**config.mk**
```make
export PLATFORM = sky130hd
export DESIGN_NAME = jtkicker_rom_arb
export DESIGN_NICKNAME = d
export VERILOG_FILES = /design/src/rtl/jtkicker_arb_pkg.sv /design/src/rtl/jtkicker_arb_slot.sv /design/src/rtl/jtkicker_rom_arb.sv
export SDC_FILE = /design/constraint.sdc
export NUM_CORES = 1
export LEC_CHECK = 0
export ABC_CLOCK_PERIOD_IN_PS = 5000
export BUFFER_PORTS_ARGS = -buffer_cell sky130_fd_sc_hd__buf_2
export CAP_MARGIN = 25
export CORE_ASPECT_RATIO = 1.1
export CORE_UTILIZATION = 59
export CTS_CLUSTER_DIAMETER = 120
export DETAILED_ROUTE_END_ITERATION = 8
export GPL_TIMING_DRIVEN = 0
export PLACE_DENSITY = 0.86
export SETUP_SLACK_MARGIN = 0.5
export SLEW_MARGIN = 15
export SYNTH_ARGS = -nofsm -noshare
export SYNTH_HDL_FRONTEND = slang
export SYNTH_SLANG_ARGS = --single-unit
```
**constraint.sdc**
```tcl
create_clock -name clk -period 5 [get_ports clk]
set_clock_uncertainty 0.1 [all_clocks]
set_input_delay 1 -clock clk [delete_from_list [all_inputs] [get_ports clk]]
set_output_delay 1 -clock clk [all_outputs]
set_load 0.005 [all_outputs]
```
**src/rtl/jtkicker_arb_pkg.sv**
```systemverilog
// Shared types and grant helpers for the kicker ROM arbiter.
// Slot ids double as round-robin pointer values.
package jtkicker_arb_pkg;

  typedef enum logic [1:0] {
    ST_IDLE = 2'd0,
    ST_REQ  = 2'd1,
    ST_WAIT = 2'd2
  } state_t;

  localparam logic [1:0] SLOT_MAIN = 2'd0;
  localparam logic [1:0] SLOT_SND  = 2'd1;
  localparam logic [1:0] SLOT_PCM  = 2'd2;

  function automatic logic [1:0] next_slot(input logic [1:0] k);
    return (k == SLOT_PCM) ? SLOT_MAIN : k + 2'd1;
  endfunction

  // First missing slot, scanning from ptr and wrapping main->snd->pcm.
  function automatic logic [1:0] next_grant(input logic [2:0] miss, input logic [1:0] ptr);
    logic [1:0] g;
    logic [1:0] c;
    logic       found;
    g     = ptr;
    c     = ptr;
    found = 1'b0;
    for (int i = 0; i < 3; i++) begin
      if (!found && miss[c]) begin
        g     = c;
        found = 1'b1;
      end
      c = next_slot(c);
    end
    return g;
  endfunction

  // PCM first: its fetches are paced by the sample rate.
  function automatic logic [1:0] fixed_grant(input logic [2:0] miss);
    if (miss[SLOT_PCM])  return SLOT_PCM;
    if (miss[SLOT_MAIN]) return SLOT_MAIN;
    return SLOT_SND;
  endfunction

endpackage

```
**src/rtl/jtkicker_arb_slot.sv**
```systemverilog
// One-word hit cache for a single ROM requester.
// Latency: hit is combinational from registered tag/word; fill lands next clk.
// No backpressure: the arbiter fills at most one slot per cycle.
module jtkicker_arb_slot
  import jtkicker_arb_pkg::*;
#(
  parameter int AW = 16
) (
  input  logic          clk,
  input  logic          rst_n,
  input  logic          cs_i,
  input  logic [AW-1:0] addr_i,
  input  logic          fill_i,
  input  logic [AW-2:0] fill_tag_i,
  input  logic [15:0]   fill_word_i,
  output logic          ok_o,
  output logic [7:0]    data_o
);

  logic          valid_q;
  logic [AW-2:0] tag_q;
  logic [15:0]   word_q;

  always_ff @(posedge clk or negedge rst_n) begin
    if (!rst_n) begin
      valid_q <= 1'b0;
      tag_q   <= '0;
      word_q  <= '0;
    end else if (fill_i) begin
      valid_q <= 1'b1;
      tag_q   <= fill_tag_i;
      word_q  <= fill_word_i;
    end
  end

  assign ok_o   = cs_i & valid_q & (addr_i[AW-1:1] == tag_q);
  assign data_o = addr_i[0] ? word_q[15:8] : word_q[7:0];

endmodule

```
**src/rtl/jtkicker_rom_arb.sv**
```systemverilog
// Shares one SDRAM read port between main CPU, sound CPU and PCM ROM readers.
// Latency: hit 0 clk; miss 1 clk to sdram_req + SDRAM ack/dst time + 1 clk to ok.
// Backpressure: one request in flight, req held until sdram_ack. JTKICKER_ROMARB_FIXPRIO_EN selects fixed priority.
module jtkicker_rom_arb
  import jtkicker_arb_pkg::*;
#(
  parameter int          MAIN_AW  = 16,
  parameter int          SND_AW   = 13,
  parameter int          PCM_AW   = 16,
  parameter logic [21:0] MAIN_OFS = 22'h0,
  parameter logic [21:0] SND_OFS  = 22'h0,
  parameter logic [21:0] PCM_OFS  = 22'h0
) (
  input  logic               clk,
  input  logic               rst_n,
  input  logic               main_cs,
  input  logic [MAIN_AW-1:0] main_addr,
  output logic [7:0]         main_data,
  output logic               main_ok,
  input  logic               snd_cs,
  input  logic [SND_AW-1:0]  snd_addr,
  output logic [7:0]         snd_data,
  output logic               snd_ok,
  input  logic               pcm_cs,
  input  logic [PCM_AW-1:0]  pcm_addr,
  output logic [7:0]         pcm_data,
  output logic               pcm_ok,
  output logic               sdram_req,
  output logic [21:0]        sdram_addr,
  input  logic               sdram_ack,
  input  logic               sdram_dst,
  input  logic [15:0]        sdram_dout,
  output logic               busy
);

  localparam int AWM = (MAIN_AW > SND_AW) ? ((MAIN_AW > PCM_AW) ? MAIN_AW : PCM_AW)
                                          : ((SND_AW > PCM_AW) ? SND_AW : PCM_AW);
  localparam int TW  = AWM - 1;

  state_t        state_q, state_d;
  logic [1:0]    slot_q, slot_d;
  logic [21:0]   addr_q, addr_d;
  logic [TW-1:0] tag_q, tag_d;
  logic          fill;
  logic [1:0]    grant;
  logic [2:0]    miss;
  logic [21:0]   wa [3];
  logic [TW-1:0] tg [3];

  assign miss  = {pcm_cs & ~pcm_ok, snd_cs & ~snd_ok, main_cs & ~main_ok};
  assign wa[0] = MAIN_OFS + 22'(main_addr[MAIN_AW-1:1]);
  assign wa[1] = SND_OFS  + 22'(snd_addr[SND_AW-1:1]);
  assign wa[2] = PCM_OFS  + 22'(pcm_addr[PCM_AW-1:1]);
  assign tg[0] = TW'(main_addr[MAIN_AW-1:1]);
  assign tg[1] = TW'(snd_addr[SND_AW-1:1]);
  assign tg[2] = TW'(pcm_addr[PCM_AW-1:1]);

`ifdef JTKICKER_ROMARB_FIXPRIO_EN
  assign grant = fixed_grant(miss);
`else
  logic [1:0] ptr_q, ptr_d;

  assign grant = next_grant(miss, ptr_q);
  assign ptr_d = (state_q == ST_IDLE && |miss) ? next_slot(grant) : ptr_q;

  always_ff @(posedge clk or negedge rst_n) begin
    if (!rst_n) ptr_q <= SLOT_MAIN;
    else        ptr_q <= ptr_d;
  end
`endif

  always_comb begin
    state_d = state_q;
    slot_d  = slot_q;
    addr_d  = addr_q;
    tag_d   = tag_q;
    fill    = 1'b0;
    case (state_q)
      ST_IDLE: if (|miss) begin
        state_d = ST_REQ;
        slot_d  = grant;
        addr_d  = wa[grant];
        tag_d   = tg[grant];
      end
      // ack and dst together collapse straight back to IDLE
      ST_REQ: if (sdram_ack) begin
        if (sdram_dst) begin
          fill    = 1'b1;
          state_d = ST_IDLE;
        end else begin
          state_d = ST_WAIT;
        end
      end
      ST_WAIT: if (sdram_dst) begin
        fill    = 1'b1;
        state_d = ST_IDLE;
      end
      default: state_d = ST_IDLE;
    endcase
  end

  always_ff @(posedge clk or negedge rst_n) begin
    if (!rst_n) begin
      state_q <= ST_IDLE;
      slot_q  <= SLOT_MAIN;
      addr_q  <= '0;
      tag_q   <= '0;
    end else begin
      state_q <= state_d;
      slot_q  <= slot_d;
      addr_q  <= addr_d;
      tag_q   <= tag_d;
    end
  end

  assign sdram_req  = (state_q == ST_REQ);
  assign sdram_addr = addr_q;
  assign busy       = (state_q != ST_IDLE);

  jtkicker_arb_slot #(.AW(MAIN_AW)) u_main (
    .clk(clk), .rst_n(rst_n), .cs_i(main_cs), .addr_i(main_addr),
    .fill_i(fill && slot_q == SLOT_MAIN), .fill_tag_i(tag_q[MAIN_AW-2:0]),
    .fill_word_i(sdram_dout), .ok_o(main_ok), .data_o(main_data)
  );

  jtkicker_arb_slot #(.AW(SND_AW)) u_snd (
    .clk(clk), .rst_n(rst_n), .cs_i(snd_cs), .addr_i(snd_addr),
    .fill_i(fill && slot_q == SLOT_SND), .fill_tag_i(tag_q[SND_AW-2:0]),
    .fill_word_i(sdram_dout), .ok_o(snd_ok), .data_o(snd_data)
  );

  jtkicker_arb_slot #(.AW(PCM_AW)) u_pcm (
    .clk(clk), .rst_n(rst_n), .cs_i(pcm_cs), .addr_i(pcm_addr),
    .fill_i(fill && slot_q == SLOT_PCM), .fill_tag_i(tag_q[PCM_AW-2:0]),
    .fill_word_i(sdram_dout), .ok_o(pcm_ok), .data_o(pcm_data)
  );

endmodule

```
-- After elaboration in Yosys (flattened, before gate mapping)
Cells that the tools add are included.
- output and inout bits: 51
- word-level logic and storage cells: 91
- bits in registers: 136
- add/subtract/negate cells: 3
- reduce and logical (&&, ||, !) cells: 14
- eq/ne operators: 13
- order comparisons: 4
- mux-type cells: 30
- bitwise gates (word level): 13
- operator list (operator ; count):
    $bmux 22 s2 ; 1
    $mux 22 ; 2
    $bmux 15 s2 ; 1
    $eq 15x15->1 ; 2
    $mux 15 ; 2
    $mux 8 ; 3
    $mux 2 ; 9
    $eq 12x12->1 ; 1
    $eq 2x2->1 const B ; 5
    $and 1x1->1 ; 9
    $lt 2x3->1 const B ; 3
    $mux 1 ; 7
    $add 2x1->2 const B ; 3
    $bmux 1 s2 ; 3
    $logic_and 1x1->1 ; 6
    $pmux 2 s3 ; 1
    $eq 2x1->1 const B ; 2
    $logic_not 2->1 ; 2
    $ne 2x1->1 const B ; 2
    $ge 3x3->1 const B ; 1
    $not 1->1 ; 3
    $not 2->3 ; 1
    $reduce_and 3->1 ; 1
    $reduce_or 3->1 ; 1
    5 further kinds ; 6

-- Logic depth before layout (Yosys ltp)
- depth in word-level cells: 17
- gate-level depth with buffers: 9
- gate-level depth less buffers: 8

-- Hierarchy
From an unflattened synthesis, not the netlist that was laid out.
- cells, all modules: 430
- area total of the unflattened synthesis: 5604.1 µm²
- modules (own cells, without submodules) (module ; cells an instance ; times used ; area each (µm²) ; sequential area each (µm²)):
    jtkicker_arb_slot (u_main ...) ; 98 ; 2 ; 1442.6 ; 800.8
    jtkicker_rom_arb ; 147 ; 1 ; 1381.3 ; 525.5
    jtkicker_arb_slot (u_snd) ; 87 ; 1 ; 1337.5 ; 725.7

-- Least setup slack after synthesis
Ideal clock, no wire load.
- kind: input port to output port
- from: input port snd_addr[4]
- to: output port snd_ok
- data arrival time: 1.916 ns
- slack: 1.984 ns
- stages: 5
- path buffers: 1
- cells stage by stage: xnor2_1 > nand4_1 > or4_1 > buf_2 > inv_1
- word-level cells in the longest chain between the ends: 2
- ends and longest elaborated chain (element ; RTL line ; text):
    start: declaration ; jtkicker_rom_arb.sv:21 ; input logic [SND_AW-1:0] snd_addr,
    $eq 12x12->1 ; jtkicker_arb_slot.sv:36 ; assign ok_o = cs_i & valid_q & (addr_i[AW-1:1] == tag_q);
    $and 1x1->1 ; jtkicker_arb_slot.sv:36 ;
    end: declaration ; jtkicker_rom_arb.sv:23 ; output logic snd_ok,
No other way between the ends.

-- Worst setup path in the final report
- from: input port snd_addr[5]
- to: output port snd_ok
The elaborated chain is that of the path after synthesis.

==> impl_metrics.csv <==
group,metric,value,unit
cells_and_area,layout_common_cells,"mux2_2, dfrtp_1, buf_2",
routing,antenna_left,0,
floorplanning,core_area,9050,µm²
global_routing,grt_overflow,0,
worst_setup_path,timing.rr.start,"u_main.tag_q[11]",
clocking,cts_buffer_depth,2,
clocking,cts_hold_buf,0,
yosys,synth-edff-count,0,
global_routing,grt_pass1_vias,4390,
yosys,netlist_instances,435,
routing,vias,4112,
yosys,synth_top_area_share,50.8,%
cells_and_area,area_growth,24.6,%
pwr,power,4.27,mW
placed_design,io_buffers,108,
clocking,post_cts_buffers,0,
run_status,outcome,"completed",
worst_setup_path,cp_data_arrival_time,2.44,ns
placed_design,gp_congestion,0.863,
timing,finalSetupViolCount,0,
timing,maxSlewHeadroom,46.9,%
worst_setup_path,reg2reg_depth,9,
global_routing,grt_max_degree,66,
timing,drv_slew,0,
clocking,root_buffer,"clkbuf_8",
cells_and_area,nets,640,
floorplanning,pin_count,119,
yosys,ys_seq_area_share,50.8,%
yosys,synthTopCellsByArea,"dfrtp_1, mux2_2, xor2_1",
clocking,cts-resized-gates,0,
clocking,clk_pin_slew_worst_paths,0.06,ns
routing,drtPass1Iterations,5,
yosys,synth_cell_types,47,
yosys,ys_warn_count,0,
hold_path,hold_class,"in2async",
floorplanning,start_util,62.0,%
yosys,postSynthAreaPerCell,12.9,µm²
pwr,vdd_drop_max,0.396,mV
floorplanning,die_h,104,µm
clocking,cts_tree,"built",
timing,period_share,70.9,%
timing,finalHoldViolCount,0,
yosys,yosysTopAreaCell,"dfrtp_1",
pwr,p_leak,3.49,nW
worst_setup_path,critPathMaxFanout,6,
routing,route.detailed.drc,0,
worst_setup_path,cp-end-kind,"output port",
routing,viasPerCell,5.91,
global_routing,grt_pass1_wl,23.3,mm
cells_and_area,final_common_cell,"mux2_2",
clocking,htree_levels,4,
yosys,ys.flop_type,"dfrtp_1",
cells_and_area,antenna_cells,0,
clocking,cts_buffers,17,
routing,avgRoutedWirePerCell,20.9,µm
worst_setup_path,start_kind,"primary input",
floorplanning,rows,36,
clocking,cts_sinks,114,
worst_setup_path,crit_start,"snd_addr[5]",
worst_setup_path,path_class,"in2out",
routing,initialDrtViolationCount,242,
yosys,async_flop_share,100,%
floorplanning,dieWidth,95.0,µm
timing,timing.fmax,282,MHz
worst_setup_path,required,3.90,ns
routing,wirelength,14.5,mm
timing,rsz0062_at_grt,"false",
timing,fin_crit,3.54,ns
global_routing,track_usage,32.0,%
timing,tightest_slew,0.797,ns
placed_design,post-dp-hpwl,9.77,mm
clocking,clk-insertion-delay-late,0.52,ns
yosys,synthesis.area,5610,µm²
timing,fin_tns_setup,0,ns
global_routing,antenna_found_initial,0,
floorplanning,die-area,9910,µm²
yosys,ys_ff_latch,114,
cells_and_area,drive_above_1_share,49.5,%
timing,setup_slack,1.46,ns
pwr,powerDensity,611,nW/µm²
placed_design,pre_cts_slack,1.37,ns
cells_and_area,fillCellCount,519,
flow_run,maxCapViolations,0,
==> state kept, by name (all words and copies together) (netlist names) <==
register / count
sdram_addr: 15
u_snd.tag_q: 12
u_snd.valid_q: 1
ptr_q: 2
u_pcm.tag_q: 15
u_pcm.valid_q: 1
u_snd.word_q: 16
slot_q: 2
u_main.word_q: 16
state_q: 2
u_main.valid_q: 1
u_pcm.word_q: 16
u_main.tag_q: 15
==> per-stage QoR <==
step | utilization [%] | hold slack, ns | cells | cell area, µm²
2_1_floorplan | - | 0.339 | 441 | 5630
3_3_place_gp | 69.8 | 0.355 | 663 | 6320
3_5_place_dp | 70.1 | 0.363 | 664 | 6350
4_1_cts | 77.2 | 0.331 | 696 | 6990
5_1_grt | 77.2 | 0.353 | 696 | 6990
6_report | 77.2 | 0.327 | 696 | 6990
==> cells in the mapped netlist (2+ instances only) <==
cell         n
a211oi_2     2
nor4_1       9
o221ai_2     9
dfrtp_1    114
o211ai_1     4
inv_1       36
nand3_1      8
buf_6        2
xor2_1      30
xnor2_1     12
ha_1         3
a22oi_1     13
nor3_1       3
or2_2        3
buf_2        3
o221ai_1     2
nand2b_1     2
o2111ai_1    3
buf_4        8
nand2_1     10
clkbuf_1    14
nor2_1       4
nand4_1      3
mux2_2     115
==> worst max-delay path: stages <==
cell and delay [ns]:
buf_2 0.12, xnor2_1 0.25, nand4_1 0.19, or4_1 0.53, buf_2 0.19, inv_1 0.06, buf_2 0.10
==> final cells by class <==
class	instances	area, µm²	area share (%)
clock inverters	10	179	2.56
well taps	114	143	2.04
multi-input cells	264	2500	35.7
inverters	36	135	1.93
repair buffers	109	574	8.21
plain buffers	27	150	2.15
flip-flops and latches	114	2850	40.8
clock buffers	22	463	6.62
==> per-layer routing <==
metal	GRT usage (%)	routed length (µm)
met1	39.1	5820
met2	53.0	7450
met3	8.11	846
met4	13.6	418
met5	0	0
==> cells by family after synthesis <==
logic type | after synthesis | synth area share [%]
simple gates | 48 | 4.70
compound gates | 48 | 8.83
xor+xnor | 42 | 6.56
mux | 116 | 23.3
fa+ha+maj | 3 | 0.669
flops | 114 | 50.8
buf+inv | 63 | 5.08
other cells | 1 | 0.0668
==> where the power goes <==
group          switching, mW  internal, mW  leakage (nW)  total, mW
clock                  0.419         0.897         0.319       1.32
sequential             0.296          1.33          1.46       1.63
combinational          0.626         0.706          1.71       1.33
total                   1.34          2.93          3.49       4.27
==> path summary, 6_finish.rpt <==
path,slack (ns),endpoint
setup reg to reg,1.90,sdram_addr[10]
min in group clk,0.38,u_snd.valid_q
setup / recovery,1.46,snd_ok
hold / removal,0.33,u_main.word_q[14]
hold reg to reg,0.38,u_snd.valid_q
max in group asynchronous,3.80,u_main.tag_q[2]
Note: power is estimated with default switching activity, not from simulation.
